File: config.mk
export PLATFORM = sky130hd
export DESIGN_NAME = header_frame_tracker
export DESIGN_NICKNAME = d
export VERILOG_FILES = /design/src/rtl/header_frame_tracker.sv
export SDC_FILE = /design/constraint.sdc
export NUM_CORES = 1
export LEC_CHECK = 0
export CORE_MARGIN = 2
export CORE_UTILIZATION = 54
export DETAILED_ROUTE_END_ITERATION = 8
export PLACE_DENSITY = 0.85
export SLEW_MARGIN = 20
export SYNTH_ARGS = -nofsm -noshare
export SYNTH_HDL_FRONTEND = slang
export SYNTH_SLANG_ARGS = --single-unit
File: constraint.sdc
create_clock -name clk -period 5.7 [get_ports clk]
set_input_delay 1.14 -clock clk [delete_from_list [all_inputs] [get_ports clk]]
set_output_delay 1.14 -clock clk [all_outputs]
set_load 0.02 [all_outputs]
File: src/rtl/header_frame_tracker.sv
`default_nettype none
// ============================================================================
// Module      : header_frame_tracker
// Description : Locks to a frame made of HDR_LEN header-tagged words followed
//               by PAYLOAD_LEN payload words. Payload is forwarded with
//               sop/eop delimiters. Every following header is checked in-line,
//               and lock is held across up to MISS_LIMIT-1 bad headers in a row.
// Revision    : 1.0 - initial release
// ============================================================================
module header_frame_tracker #(
  parameter int                 DATA_W      = 16,
  parameter int                 TAG_W       = 2,
  parameter logic [TAG_W-1:0]   HDR_TAG     = 2'b11,
  parameter int                 HDR_LEN     = 6,
  parameter int                 PAYLOAD_LEN = 64,
  parameter int                 MISS_LIMIT  = 3
) (
  input  logic              clk,
  input  logic              rst,
  input  logic [DATA_W-1:0] din,
  input  logic              din_valid,
  output logic              hdr_found,
  output logic              lock,
  output logic [DATA_W-1:0] pkt_data,
  output logic              pkt_valid,
  output logic              pkt_sop,
  output logic              pkt_eop,
  output logic [15:0]       pkt_cnt,
  output logic [15:0]       hdr_err_cnt
);

  // Counter widths: run counts up to HDR_LEN; one word counter serves both
  // the payload and the header-check phases, so it covers the larger of the two.
  localparam int C_RUN_W  = $clog2(HDR_LEN + 1);
  localparam int C_WMAX   = (PAYLOAD_LEN > HDR_LEN) ? PAYLOAD_LEN : HDR_LEN;
  localparam int C_WCNT_W = $clog2(C_WMAX);
  localparam int C_MISS_W = $clog2(MISS_LIMIT + 1);

  localparam logic [C_RUN_W-1:0]  C_RUN_FULL = C_RUN_W'(HDR_LEN);
  localparam logic [C_RUN_W-1:0]  C_RUN_ONE  = C_RUN_W'(1);
  localparam logic [C_WCNT_W-1:0] C_PAY_LAST = C_WCNT_W'(PAYLOAD_LEN - 1);
  localparam logic [C_WCNT_W-1:0] C_CHK_LAST = C_WCNT_W'(HDR_LEN - 1);
  localparam logic [C_WCNT_W-1:0] C_WORD_ONE = C_WCNT_W'(1);
  localparam logic [C_MISS_W-1:0] C_MISS_MAX = C_MISS_W'(MISS_LIMIT);
  localparam logic [C_MISS_W-1:0] C_MISS_ONE = C_MISS_W'(1);

  typedef enum logic [1:0] {
    S_SEARCH  = 2'd0,
    S_PAYLOAD = 2'd1,
    S_CHECK   = 2'd2
  } state_t;

  state_t              state_q,       state_d;
  logic [C_RUN_W-1:0]  run_q,         run_d;
  logic [C_WCNT_W-1:0] word_q,        word_d;
  logic [C_MISS_W-1:0] miss_q,        miss_d;
  logic                ok_q,          ok_d;
  logic                lock_q,        lock_d;
  logic                hdr_found_q,   hdr_found_d;
  logic [DATA_W-1:0]   pkt_data_q,    pkt_data_d;
  logic                pkt_valid_q,   pkt_valid_d;
  logic                pkt_sop_q,     pkt_sop_d;
  logic                pkt_eop_q,     pkt_eop_d;
  logic [15:0]         pkt_cnt_q,     pkt_cnt_d;
  logic [15:0]         hdr_err_cnt_q, hdr_err_cnt_d;

  logic w_match;
  logic w_hdr_ok;

  assign w_match  = (din[DATA_W-1 -: TAG_W] == HDR_TAG);
  // Running AND over the check window, including the current word.
  assign w_hdr_ok = ok_q & w_match;

  // Next-state, counter and output computation; nothing changes on stall cycles.
  always_comb begin
    state_d       = state_q;
    run_d         = run_q;
    word_d        = word_q;
    miss_d        = miss_q;
    ok_d          = ok_q;
    lock_d        = lock_q;
    pkt_cnt_d     = pkt_cnt_q;
    hdr_err_cnt_d = hdr_err_cnt_q;
    pkt_data_d    = pkt_data_q;
    hdr_found_d   = 1'b0;
    pkt_valid_d   = 1'b0;
    pkt_sop_d     = 1'b0;
    pkt_eop_d     = 1'b0;

    if (din_valid) begin
      unique case (state_q)
        S_SEARCH: begin
          if (w_match) begin
            if ((run_q + C_RUN_ONE) == C_RUN_FULL) begin
              state_d     = S_PAYLOAD;
              run_d       = '0;
              word_d      = '0;
              lock_d      = 1'b1;
              miss_d      = '0;
              pkt_cnt_d   = pkt_cnt_q + 16'd1;
              hdr_found_d = 1'b1;
            end else begin
              run_d = run_q + C_RUN_ONE;
            end
          end else begin
            run_d = '0;
          end
        end

        S_PAYLOAD: begin
          // Tag is ignored here: every word is payload.
          pkt_data_d  = din;
          pkt_valid_d = 1'b1;
          pkt_sop_d   = (word_q == '0);
          pkt_eop_d   = (word_q == C_PAY_LAST);
          if (word_q == C_PAY_LAST) begin
            word_d  = '0;
            ok_d    = 1'b1;
            state_d = S_CHECK;
          end else begin
            word_d = word_q + C_WORD_ONE;
          end
        end

        S_CHECK: begin
          // The full header window is always consumed so frame alignment
          // is preserved even when an early word is already bad.
          if (word_q == C_CHK_LAST) begin
            word_d = '0;
            if (w_hdr_ok) begin
              pkt_cnt_d   = pkt_cnt_q + 16'd1;
              miss_d      = '0;
              hdr_found_d = 1'b1;
              state_d     = S_PAYLOAD;
            end else begin
              if (hdr_err_cnt_q != 16'hFFFF) begin
                hdr_err_cnt_d = hdr_err_cnt_q + 16'd1;
              end
              if ((miss_q + C_MISS_ONE) == C_MISS_MAX) begin
                lock_d  = 1'b0;
                miss_d  = '0;
                run_d   = '0;
                state_d = S_SEARCH;
              end else begin
                miss_d  = miss_q + C_MISS_ONE;
                state_d = S_PAYLOAD;
              end
            end
          end else begin
            word_d = word_q + C_WORD_ONE;
            ok_d   = w_hdr_ok;
          end
        end

        default: begin
          state_d = S_SEARCH;
          run_d   = '0;
          word_d  = '0;
        end
      endcase
    end
  end

  // State and output registers with synchronous reset.
  always_ff @(posedge clk) begin
    if (rst) begin
      state_q       <= S_SEARCH;
      run_q         <= '0;
      word_q        <= '0;
      miss_q        <= '0;
      ok_q          <= 1'b0;
      lock_q        <= 1'b0;
      hdr_found_q   <= 1'b0;
      pkt_data_q    <= '0;
      pkt_valid_q   <= 1'b0;
      pkt_sop_q     <= 1'b0;
      pkt_eop_q     <= 1'b0;
      pkt_cnt_q     <= '0;
      hdr_err_cnt_q <= '0;
    end else begin
      state_q       <= state_d;
      run_q         <= run_d;
      word_q        <= word_d;
      miss_q        <= miss_d;
      ok_q          <= ok_d;
      lock_q        <= lock_d;
      hdr_found_q   <= hdr_found_d;
      pkt_data_q    <= pkt_data_d;
      pkt_valid_q   <= pkt_valid_d;
      pkt_sop_q     <= pkt_sop_d;
      pkt_eop_q     <= pkt_eop_d;
      pkt_cnt_q     <= pkt_cnt_d;
      hdr_err_cnt_q <= hdr_err_cnt_d;
    end
  end

  assign hdr_found   = hdr_found_q;
  assign lock        = lock_q;
  assign pkt_data    = pkt_data_q;
  assign pkt_valid   = pkt_valid_q;
  assign pkt_sop     = pkt_sop_q;
  assign pkt_eop     = pkt_eop_q;
  assign pkt_cnt     = pkt_cnt_q;
  assign hdr_err_cnt = hdr_err_cnt_q;

endmodule
`default_nettype wire
# After elaboration in Yosys (flattened, before gate mapping)
# Cells that the tools add are included.
[totals] wordCells=97 regBits=67
[classes] bitwise=4 n_eq_ne=16 addsub=5 reduce_logical=15 n_mux=44
[ops] op="16-bit two-way mux" n=4
[ops] op="16-bit by 1-bit adder with 16-bit output (second input constant)" n=2
[ops] op="16-bit one-hot mux with 2 select lines" n=1
[ops] op="6-bit two-way mux" n=4
[ops] op="5-bit AND reduction" n=4
[ops] op="2-bit two-way mux" n=9
[ops] op="6-bit one-hot mux with 3 select lines" n=1
[ops] op="16-bit inequality test (second input constant)" n=1
[ops] op="2-bit inequality test (second input constant)" n=8
[ops] op="3-bit two-way mux" n=5
[ops] op="1-bit two-way mux" n=14
[ops] op="3-bit one-hot mux with 3 select lines" n=1
[ops] op="7-bit AND reduction" n=1
[ops] op="6-bit by 1-bit adder with 6-bit output (second input constant)" n=1
[ops] op="2-bit equality test (second input constant)" n=3
[ops] op="6-bit by 3-bit equality test with 1-bit output (second input constant)" n=1
[ops] op="6-bit equality test (second input constant)" n=1
[ops] op="6-bit zero test" n=1
[ops] op="1-bit one-hot mux with 2 select lines" n=3
[ops] op="2-bit one-hot mux with 3 select lines" n=1
[ops] op="6-bit AND reduction" n=1
[ops] op="2-bit one-hot mux with 2 select lines" n=1
[ops] op="4-bit AND reduction" n=1
[ops] op="2-bit nonzero test" n=2
[ops] op="other kinds (11)" n=13

# Logic depth before layout (Yosys ltp)
# Gate-level depths: netlist (run 1).
[logic_depth] word_depth=6 mapped_depth=9 mapped_depth_nobuf=7

# Worst setup path after synthesis (run 1)
# No wires, ideal clock.
[synth_path] kind="in2reg" start="input port din_valid" end="register pkt_cnt_q[14] (netlist: pkt_cnt[14])" path_stages=7 setup_ns=0.070 n_path_buf=2 slack_ns=2.813 arrival_time_ns=2.817 path_cell_list="clkbuf_1 > nor2b_1 > a41oi_1 > or4_1 > clkbuf_2 > or4_1 > a21oi_1"
[synth_between] elab_chain_len=1
[synth_rtl] element="from (decl)" line="21" source="input logic din_valid,"
[synth_rtl] element="6-bit AND reduction (no line)"
[synth_rtl] element="to (signal assigned)" line="192" source="pkt_cnt_q <= pkt_cnt_d;"
[synth_rtl] element="to (decl)" line="64" source="logic [15:0] pkt_cnt_q, pkt_cnt_d;"
# No other way between the ends.
# A chain may end at the register's enable or synchronous reset.

# Final worst setup path (run 1)
[layout_path] start="input port din[15]" end="register pkt_cnt_q[12] (netlist: pkt_cnt[12])"
[layout_between] elab_chain_len=4 elab_cells_between_ends=5 cone_classes="eq/ne (3); bitwise (1); reduce/logical (1)"
[layout_rtl] element="from (decl)" line="20" source="input logic [DATA_W-1:0] din,"
[layout_rtl] element="2-bit equality test *" line="70" source="assign w_match = (din[DATA_W-1 -: TAG_W] == HDR_TAG);"
[layout_rtl] element="1-bit bitwise AND" line="72" source="assign w_hdr_ok = ok_q & w_match;"
[layout_rtl] element="2-bit inequality test (no line)"
[layout_rtl] element="6-bit AND reduction (no line) *"
# Every way passes the cells marked *; elsewhere a longest branch is shown, timed or not.

==> results.md, run 1 <==
- The destination of the worst register-to-register timing path is pkt_cnt[12].
- The repair_antennas step left the layout with diodes totalling 0.
- At the end of routability-driven placement, the weighted congestion stood at 0.9241.
- The initial antenna violation count is 0.
- The transition time of the tightest slew-check pin is 1.029 ns.
- The post-route clock skew is 0.006774 ns.
- The clock edge transition at the registers on the reported setup and hold paths is 0.07 ns.
- Along the worst hold path, the cell count comes to 2.
- TritonCTS built the clock tree.
- IR analysis of the VDD net gives a maximum drop of 0.2449 mV.
- The worst max-slew margin expressed relative to the limit is 30.46%.
- The number of global-route vias before repair is 2643.
- Setup repair after global routing left no endpoint under its margin.
- The number of nets with antenna violations after detailed routing is 0.
- The min-delay analysis places its worst path in the category reg -> reg.
- The cell-internal power is 0.7409 mW.
- In this run, distinct cell masters in the synthesized netlist total 46.
- The number of buffers created by CTS is 9.
- The number of warnings issued by yosys is 0.
- The number of standard cells after synthesis is 380.
- The slowest stage of the critical path is the or4_1 cell.
- The global route total overflow is 0.
- The endpoint with the worst hold slack is pkt_data[10].
- The detailed-route wire length per cell is 14.45 um.
- 72 I/O pins were placed.
- The global-route usage over all layers is 23.92%.
- STA classifies the critical path startpoint as an input port.
- The power density over the cells is 238.9 nW/um2.
- The total DRC errors in the routed layout is 0.
- In the final design database the tool counted 473 nets.
- The library cell used most frequently in the layout, excluding fill and tap cells, is clkdlybuf4s50_1.
- The share of synthesized registers carrying an async set or reset is 0%.
- The top cell family by delay on the critical path is simple AND/OR/NAND/NOR gates.
- The total half-perimeter wirelength after legalization and detailed placement is 5.155 mm.
- The clock tree synthesis step divided the H-tree into 3 levels.
- On the worst path, the slowest cell contributes a delay of 0.78 ns.
- Summing the sequential cell areas from Yosys gives 42.93% of the chip area.
- The share of post-route cells with drive strength above 1 is 4.241%.
- The final-layout worst hold slack is 0.4541 ns.
- The number of standard-cell rows in the floorplan is 27.
- From left edge to right edge, the die measures 80.07 um.
- The sum of buffers and inverters on the critical path is 1.
- In the routed layout, each cell is associated on average with a via count of 5.798.
- The sequential group share of total power is 49.2%.
- The analysis attributes to net switching a power of 0.2290 mW.
- Relative to the synthesized area, the layout overhead comes to 29.96%.
- The hold path startpoint is pkt_data[10].
- The first detailed-routing pass ran for 5 iterations.
- The final-report hold violation count was 0.
- Post-CTS repair changed the size of 0 cells.
- The final setup TNS is 0 ns.
- The floorplan step defined a die boundary enclosing 6410 um2.
- With fillers left out, the area of the finished cells amounts to 4060 um2.
- The post-CTS setup buffer count is 0.
- The final layout contains routed wiring with a total length of 7.514 mm.
- In the layout the commonest cells are 70 x clkdlybuf4s50_1, 67 x dfxtp_1, 62 x nand2_1, 40 x a21oi_1, 27 x nor2_1.
- The cell that appears most often on the critical path is or4_1.
- Setup violations remaining at the end of the flow were counted as 0.
- The setup check on the worst reg-to-reg path leaves a slack of 2.83 ns.
- The tree is rooted in a clkbuf_8.
- The final count of pins violating max slew came to 0.
- The count of max-cap constraint violations is 0.
- The later-pin clock latency in the skew report is 0.34 ns.
- The worst path in the final design needs a cycle of 3.466 ns, including I/O delays and setup.
- The global-route wire length before repair is 12.14 mm.
- For this design, the sink count on the clock tree is 67.
- The number of cells on the worst reg-to-reg path is 6.
- The critical path endpoint category is a register.
- When the netlist entered floorplanning its net count stood at 410.
- The clock tree buffer depth is 2.
- The source of the worst register-to-register timing path is run_q[0].
- Along the worst path, the maximum fanout reaches 12.
- The flow ran to the end, and the final reports show no timing, DRC or antenna violations.
- In this run, post-CTS hold repair placed 0 buffers.
- For this configuration, the core starts out at a cell density of 56.39%.
- The analysis attributes to cell leakage a power of 1.369 nW.
- Of the total power, the share spent switching nets is 23.61%.
- A synthesized cell averages 8.222 um2.
- The post-detailed-placement cell area is 3845 um2.
- The signal arrival time at the worst endpoint is 3.74 ns.
- The critical path is of the in -> reg type.
- The most used flip-flop cell after synthesis is dfxtp_1.
- The number of violations reported at the end of detailed-routing iteration 0 is 195.
- The highest clock rate is 0.2885 GHz.
- The total chip power is 0.9699 mW.
- Entering global routing, the biggest net connects 64 pins.
- The mapped netlist covers 3124 um2.
- The number of synthesized register bits is 67.
- The count of flip-flops with a built-in enable after synthesis is 0.
- The clock network is responsible for 42.6% of the overall power.
- Traced cell by cell, the critical path runs through clkdlybuf4s50_1, and2_1, a41oi_1, or4_1, or4_1, a21oi_1.
- The chip height is 80.07 um.
- The required time at the endpoint of the critical path is 5.97 ns.
- The count of input and output buffers is 71.
- The number of vias after detailed routing is 3015.
- Combinational logic is responsible for 8.2% of the overall power.
- The final period utilization is 60.81%.
- The area of the core is 5540 um2.
==> state kept, by name, summed over array words and instances, names as in the netlist <==
register / flops
word_q: 6
pkt_valid: 1
state_q: 2
ok_q: 1
pkt_cnt: 16
miss_q: 2
pkt_sop: 1
pkt_data: 16
lock: 1
hdr_err_cnt: 16
pkt_eop: 1
run_q: 3
hdr_found: 1
==> worst max path at each step <==
stage          slack, ns  depth (start not counted)     endpoint      start
2_1_floorplan       2.81                          7  pkt_cnt[14]  din_valid
5_1_grt             2.05                          6  pkt_cnt[14]    din[15]
4_1_cts             2.25                          6   pkt_cnt[9]    din[15]
3_5_place_dp        1.94                          6   pkt_cnt[9]    din[15]
6_report            2.23                          6  pkt_cnt[12]    din[15]
3_3_place_gp        1.97                          6  pkt_cnt[15]    din[14]
==> Yosys cell counts (all sizes together) (4+ instances only) <==
cell type	number	share of area (%)
and4	5	1.4
ha	11	4.4
clkbuf	17	2.1
a21oi	40	6.4
xnor2	6	1.7
nor3	4	0.64
inv	10	1.2
nand2	62	7.4
nor4	11	2.4
nand4	6	1.2
or3	13	2.6
xor2	9	2.5
nor2	27	3.2
o31ai	6	1.4
o21ai	14	2.2
dfxtp	67	43
or4	8	1.9
nand3	21	3.4
==> stage by stage <==
stage | worst slack [ns] | cells | utilization [%]
after floorplan | 2.813 | 380 | -
after global placement | 1.966 | 504 | 69.40
after detailed placement | 1.936 | 504 | 69.40
after CTS | 2.254 | 520 | 73.24
after global routing | 2.049 | 520 | 73.28
final | 2.234 | 520 | 73.28
==> tightest hold or removal path, stage by stage (launching register included) <==
cell and delay, ns:
dfxtp_1 0.31, nand2_1 0.05, a21oi_1 0.05
==> final cells by class <==
| type | instances | area (um2) |
|---|---|---|
| well taps | 72 | 90.09 |
| clock inverters | 4 | 47.55 |
| fillers | 424 | 1480 |
| repair buffers | 71 | 708.2 |
| inverters | 10 | 37.54 |
| flip-flops and latches | 67 | 1341 |
| clock buffers | 12 | 165.2 |
| multi-input cells | 284 | 1670 |
==> kinds of logic (layout without fill, tap and decap cells) <==
logic type	after synthesis	in the layout	synth area share, %
buffers and inverters	29	97	3.604
XOR/XNOR	15	15	4.205
AND/OR/NAND/NOR	176	176	28.80
AO/OA/AOI/OAI	79	79	15.10
flip-flops	67	67	42.93
adder cells (fa/ha/maj)	11	11	4.405
multiplexers	3	3	0.9612
==> power by group through the flow <==
| stage | Clock (mW) | Combinational (mW) | Sequential (mW) |
|---|---|---|---|
| floorplan | 0 | 0.0443 | 0.492 |
| global placement | 0 | 0.0766 | 0.488 |
| detailed placement | 0 | 0.0774 | 0.488 |
| CTS | 0.424 | 0.0783 | 0.477 |
| global route | 0.444 | 0.0863 | 0.478 |
| finish | 0.413 | 0.0793 | 0.478 |
==> metal layers <==
metal  vias to the layer above  track usage [%]  part of all wire, %
met1                      1422            30.20                   44
li1                       1484                -                    -
met5                         -                0                    0
met2                        98            38.92                   50
met4                         0            12.20                  1.5
met3                        11            4.494                  4.9
Note: power is estimated with default switching activity, not from simulation.
==> run 2: changes to the inputs <==
CORE_UTILIZATION = 50   (was 54)
PLACE_DENSITY = 0.8   (was 0.85)
clock period = 3.4 ns   (was 5.7 ns; I/O delays follow)
==> run 2 against run 1 <==
  * Routed wire length is essentially flat
  * Power is 67% higher
  * Sequential share of layout area decreased by 0.091 points
  * Global-route usage is 1.7 points lower
  * Die area grew 7.6%
  * Combinational power increased by 74%
  * Final cell count up 0.77%
  * Register-to-register slack got worse by 2.1 ns
  * Via count shrank 1.1%
  * Clock-buffer cell count stayed put
  * Core utilization fell by 5.3 points
==> results.md, run 2 (same netlist as run 1, synthesis figures left out) <==
- The run finished with clean final reports.
- VDD sags by at most 0.3393 mV.
- The clock edge transition at the registers on the reported setup and hold paths is 0.07 ns.
- The number of setup buffers added after CTS is 0.
- Summing all multi-input logic gate instances after layout gives 1670 um2.
- The worst setup path is launched from an input port.
- The initial antenna violation count was 0.
- After layout, the minimum clock period comes to 2.754 ns.
- The final count of pins violating max slew is 0.
- The number of cells on the worst reg-to-reg path is 5.
- The transition time of the tightest slew-check pin is 0.8218 ns.
- Setup repair after global routing left no endpoint under its margin.
- The initial standard-cell utilization of the core is 52.15%.
- The first global-routing pass estimated 12.83 mm of wire.
- The global-route usage over all layers is 22.23%.
- The number of nets with antenna violations after detailed routing is 0.
- The library cell used most frequently in the layout, excluding fill and tap cells, is clkdlybuf4s50_1.
- The number of nets in the layout is 476.
- Walking the worst path, the cells encountered are clkdlybuf4s50_1, nor2b_1, a41oi_1, or3_1, or4_1, a21oi_1.
- The share of post-route cells with drive strength above 1 is 4.454%.
- The worst hold path terminates at pkt_data[10].
- The pre-antenna-repair detailed-routing pass consisted of 5 iterations.
- In the final routed layout, each cell accounts on average for 14.35 um.
- The cell at the root of the clock tree is clkbuf_8.
- The library cell contributing the largest single delay on the critical path is clkdlybuf4s50_1.
- The final-report hold violation count is 0.
- Entering global routing, the biggest net connects 44 pins.
- The highest clock rate is 0.3631 GHz.
- In this run the register-to-register setup slack is 0.76 ns.
- The floorplan step set the die height to 83.05 um.
- The number of filler instances in the final layout is 482.
- The HPWL after detailed placement is 5.241 mm.
- The destination of the worst register-to-register timing path is pkt_cnt[15].
- The hold path startpoint is pkt_data[10].
- The tightest min-delay check is of the reg -> reg type.
- The critical path endpoint category is a register.
- The detailed router placed 2982 vias in this run.
- The post-route clock skew is 0.009817 ns.
- Counting instances, the worst hold path has a depth of 2.
- The area growth from synthesis to final layout is 30.32%.
- The routed design has 7.519 mm of wire.
- The total I/O pin count is 72.
- The per-cell via count in the routed design is 5.691.
- The largest driver fanout on the critical path is 10.
- Clock latency on the worst-skew pair, taken at its later pin, is 0.34 ns.
- The global route total overflow is 0.
- The floorplan die area is 6896 um2.
- The area of the core is 5991 um2.
- Summing all flip-flop and latch instances after layout gives 1341 um2.
- In this run the tightest slew margin relative to its limit is 45.22%.
- The startpoint identified for the worst register-to-register timing path is word_q[5].
- The biggest cell delay along the critical path is 0.65 ns.
- The power density over the cells is 398.0 nW/um2.
- In the layout the commonest cells are 70 x clkdlybuf4s50_1, 67 x dfxtp_1, 62 x nand2_1, 40 x a21oi_1, 27 x nor2_1.
- In this run the static leakage power is 1.378 nW.
- In this run the cell area measured after placement is 3871 um2.
- The clock tree buffer depth is 2.
- The H-tree was split into 3 levels.
- Routability-driven placement finished with a final weighted congestion of 0.8784.
- After detailed routing, the number of remaining DRC violations is 0.
- The count of max-cap constraint violations is 0.
- In this run the core area contains 28 standard-cell rows.
- Data on the critical path is required at its endpoint by 3.66 ns.
- The signal arrival time at the worst endpoint is 3.01 ns.
- The total number of clock tree sinks is 67.
- The type of the worst setup path is in -> reg.
- The number of antenna diodes in the final layout is 0.
- For this design, the CTS-stage hold fixing added 0 buffers.
- The number of global-route vias before repair is 2720.
- After routing, the total negative slack on setup checks comes to 0 ns.
- In this run the worst setup path begins at din_valid.
- The die span in x is 83.05 um.
- With fillers left out, the area of the finished cells amounts to 4071 um2.
- TritonCTS built the clock tree.
- The number of violations reported at the end of detailed-routing iteration 0 is 191.
- The final period utilization is 80.99%.
- The number of buffers created by CTS is 9.
- The final core utilization is 67.96%.
- The count of endpoints failing setup in the final report is 0.
- The post-cts sizing count is 0.
- The count of input and output buffers is 71.
[run 2: changes by cell type in the layout (fill, tap and decap cells not counted), sizes merged]
cell | before | now
buf | 1 | 4
clkinv | 2 | 1
clkinvlp | 1 | 0
[run 2: how the worst max path moves through the flow]
stage | end | slack (ns)
after detailed placement | pkt_cnt[15] | 0.32
after global routing | pkt_cnt[15] | 0.54
after floorplan | pkt_cnt[14] | 0.97
after global placement | pkt_cnt[13] | 0.50
final | pkt_cnt[15] | 0.65
after CTS | pkt_cnt[15] | 0.67
[run 2: worst max-delay path, delay by kind of cell]
family / cells / cell delay [ns]
AO/OA/AOI/OAI: 2 / 0.30
buffers and inverters: 1 / 0.65
AND/OR/NAND/NOR: 3 / 1.37
[run 2: area by class of cell]
class                      count  share of cell area (%)
multi-input combinational    284                   41.03
sequential                    67                   32.94
timing repair buffer          74                   17.89
clock buffer                  12                   4.057
tap                           75                   2.305
inverter                      10                  0.9219
clock inverter                 2                  0.8605
[run 2: metal layers]
layer	vias to the layer above	global-route usage [%]	share of wire, %
li1	1495	-	-
met1	1379	29.58	47
met2	95	34.82	46
met3	13	6.262	6.1
met4	0	7.303	1.6
met5	-	0	0
[run 2: report_power, final]
| group | switching, mW | internal, mW |
|---|---|---|
| logic | 0.0841 | 0.0534 |
| clock network | 0.292 | 0.390 |
| registers | 0.00670 | 0.794 |
| total | 0.383 | 1.24 |
[run 2: per-stage QoR]
| stage | hold WS [ns] | setup WS (ns) | std cells | power, mW |
|---|---|---|---|---|
| 3_5_place_dp | 0.4479 | 0.3237 | 510 | 0.9529 |
| 4_1_cts | 0.4570 | 0.6732 | 524 | 1.628 |
| 3_3_place_gp | 0.4417 | 0.5001 | 510 | 0.9494 |
| 5_1_grt | 0.4728 | 0.5420 | 524 | 1.677 |
| 6_report | 0.4531 | 0.6462 | 524 | 1.620 |
| 2_1_floorplan | 0.4479 | 0.9729 | 380 | 0.8994 |
==> run 3: changes to the inputs <==
CORE_UTILIZATION = 45   (was 50)
PLACE_DENSITY = 0.76   (was 0.8)
clock period = 2.4 ns   (was 3.4 ns; I/O delays follow)
==> run 3 against run 2 <==
  * Final cell count rose by 6.5%
  * Hold slack improved by 0.0016 ns
  * Sequential power rose by 41%
  * Flip-flop and latch count did not move
  * Final area rose by 6.2%
  * Sequential share of layout area fell by 1.9 points
  * Routed wire length rose by 3.5%
  * Via count rose by 3.1%
  * Register-to-register slack got worse by 0.64 ns
  * Power rose by 48%
  * Core utilization fell by 4.0 points
  * Critical endpoint is now pkt_cnt[12]
  * Largest cell class unchanged
==> results.md, run 3 (same netlist as run 1, synthesis figures left out) <==
- After layout, the worst path uses 94.93% of the clock period.
- The post-cts sizing count is 0.
- Of all nets on the critical path, the largest fanout is 6.
- Dividing total power by cell area gives a power density of 556.1 nW/um2.
- The worst pin sits at a relative slew slack of 54.14%.
- The clock edge transition at the registers on the reported setup and hold paths is 0.07 ns.
- The core region is 6756 um2.
- The area of all placed cells without fillers is 4323 um2.
- The highest clock rate is 0.4389 GHz.
- For the worst flop-to-flop path, the logic depth is 6.
- The worst setup path is launched from a register.
- TritonCTS built the clock tree.
- The later-pin clock latency in the skew report is 0.34 ns.
- The worst hold path passes through 2 cells.
- The floorplan die area is 7626 um2.
- The count of buffers added on input and output ports is 71.
- The diode insertion count for antenna repair is 0.
- Clock tree synthesis found a total of 67 sinks.
- The floorplan step set the die width to 87.33 um.
- The initial antenna violation count came to 0.
- Summing all placed instances gives a cell area of 4080 um2.
- The count of max-cap constraint violations is 0.
- The total I/O pin count is 72.
- The sum of routed wire length over all layers is 7.780 mm.
- Counting I/O delays and the setup requirement, the final critical path takes 2.278 ns.
- The number of nets with antenna violations after detailed routing is 0.
- The worst setup path is captured at a register.
- The sequential standard cell area is 1341 um2.
- The sum of buffers and inverters on the critical path is 0.
- The top cell family by delay on the critical path is simple AND/OR/NAND/NOR gates.
- The number of nets in the layout is 503.
- The final core utilization is 63.98%.
- The share of post-route cells with drive strength above 1 is 11.30%.
- The pin count of the biggest net entering global routing is 63.
- Walking the worst path, the cells encountered are ha_1, xor2_2, a41oi_2, or4_4, or4_1, a21oi_1.
- Leaving out fill and tap cells, the most frequent cells in the layout are 70 x clkdlybuf4s50_1, 67 x dfxtp_1, 62 x nand2_1, 40 x a21oi_1, 30 x buf_4.
- For this run, the slowest stage of the critical path takes 0.60 ns.
- The transition time of the tightest slew-check pin is 0.6838 ns.
- Global routing finished with a remaining overflow of 0.
- From bottom edge to top edge, the die measures 87.33 um.
- After detailed routing, the number of vias per cell comes to 5.507.
- The number of global-route vias before repair is 2907.
- Setup repair after global routing left no endpoint under its margin.
- Between clock sinks in the finished design, the worst skew comes to 0.009330 ns.
- The type of the worst setup path is reg -> reg.
- The global-route wire length before repair is 12.99 mm.
- The worst-case IR drop observed on VDD is 0.3822 mV.
- The initial standard-cell utilization of the core is 46.24%.
- The class of the tightest hold or removal check is reg -> reg.
- The logic depth of the worst setup path including buffers is 6.
- The number of filler instances in the final layout is 575.
- The total DRC errors in the routed layout is 0.
- The number of levels the H-tree was split into is 3.
- The flow ran to the end, and the final reports show no timing, DRC or antenna violations.
- In the final routed layout, each cell accounts on average for 13.94 um.
- The leakage power summed over all cells is 1.516 nW.
- The final count of pins violating max slew is 0.
- The final-report hold violation count is 0.
- The number of buffers created by CTS is 9.
- Across every metal layer, demand over resource in global routing totals 21.13%.
- The count of endpoints failing setup in the final report is 0.
- The required time at the endpoint of the critical path is 2.67 ns.
- The total half-perimeter wirelength after legalization and detailed placement is 5.439 mm.
- The area growth from synthesis to layout is 38.37%.
- The most frequent standard cell in the layout excluding fill and tap cells is clkdlybuf4s50_1.
- At the end of routability-driven placement, the weighted congestion stood at 0.8397.
- The number of violations reported at the end of detailed-routing iteration 0 is 177.
- The signal arrival time at the worst endpoint is 2.54 ns.
- The post-CTS setup buffer count is 0.
- The library cell contributing the largest single delay on the critical path is or4_4.
- The area of the multi-input gates is 1697 um2.
- The clock tree buffer depth is 2.
- For this block, the via count after detailed routing is 3073.
- The number of standard-cell rows in the floorplan is 30.
- The first-pass detailed-route iteration total is 4.
- CTS placed an instance of clkbuf_8 at the clock tree root.
- The quantity of hold-fixing buffers added after cts is 0.
run 3: cell count changes in the layout (fill, tap and decap cells not counted), moves of 2 or more:
cell and change:
buf_4 +27, clkinv_2 +2, clkbuf_8 -3, clkinv_4 +2
run 3: cell type report:
type | instances | area share (%)
Clock buffer | 9 | 2.865
Clock inverter | 7 | 2.142
Inverter | 10 | 0.8683
Multi-Input combinational cell | 284 | 39.25
Sequential cell | 67 | 31.03
Tap cell | 80 | 2.315
Timing Repair Buffer | 101 | 21.53
run 3: stage by stage:
| stage | setup TNS (ns) | power (mW) | std cells | hold WS (ns) | setup WS, ns |
|---|---|---|---|---|---|
| floorplan | 0 | 1.274 | 380 | 0.4479 | 0.1083 |
| global placement | -0.9399 | 1.375 | 542 | 0.4412 | -0.1751 |
| detailed placement | -1.586 | 1.380 | 542 | 0.4462 | -0.2526 |
| CTS | 0 | 2.409 | 558 | 0.4565 | 0.01744 |
| global route | 0 | 2.490 | 558 | 0.4676 | 0.03803 |
| finish | 0 | 2.404 | 558 | 0.4548 | 0.1217 |
run 3: layer usage:
layer / part of all wire, % / global-route usage (%) / up-vias
met1: 46 / 26.35 / 1453
met4: 1.3 / 6.294 / 0
li1: - / - / 1547
met5: 0 / 0 / -
met2: 49 / 36.02 / 65
met3: 3.8 / 5.118 / 8
run 3: path summary, 6_finish.rpt:
kind / start / endpoint / slack (ns)
setup / recovery: run_q[0] / pkt_cnt[12] / 0.12
hold / removal: pkt_data[14] / pkt_data[14] / 0.45
setup reg to reg: run_q[0] / pkt_cnt[12] / 0.12
hold reg to reg: pkt_data[14] / pkt_data[14] / 0.45
run 3: worst reg2reg max path: cells and delay by family, from the launching register on:
kind	cells	cell delay, ns
adders and majority gates	1	0.25
AOI/OAI and AO/OA	2	0.36
DFF	1	0.37
and+or+nand+nor	2	1.02
xor gates and xnor gates	1	0.20
run 3: power by group:
part	total (mW)	switching, mW	leakage (nW)	internal (mW)
Clock	1.04	0.460	0.113	0.583
Combinational	0.227	0.124	0.863	0.103
Sequential	1.13	0.00907	0.540	1.12
Total	2.40	0.593	1.52	1.81
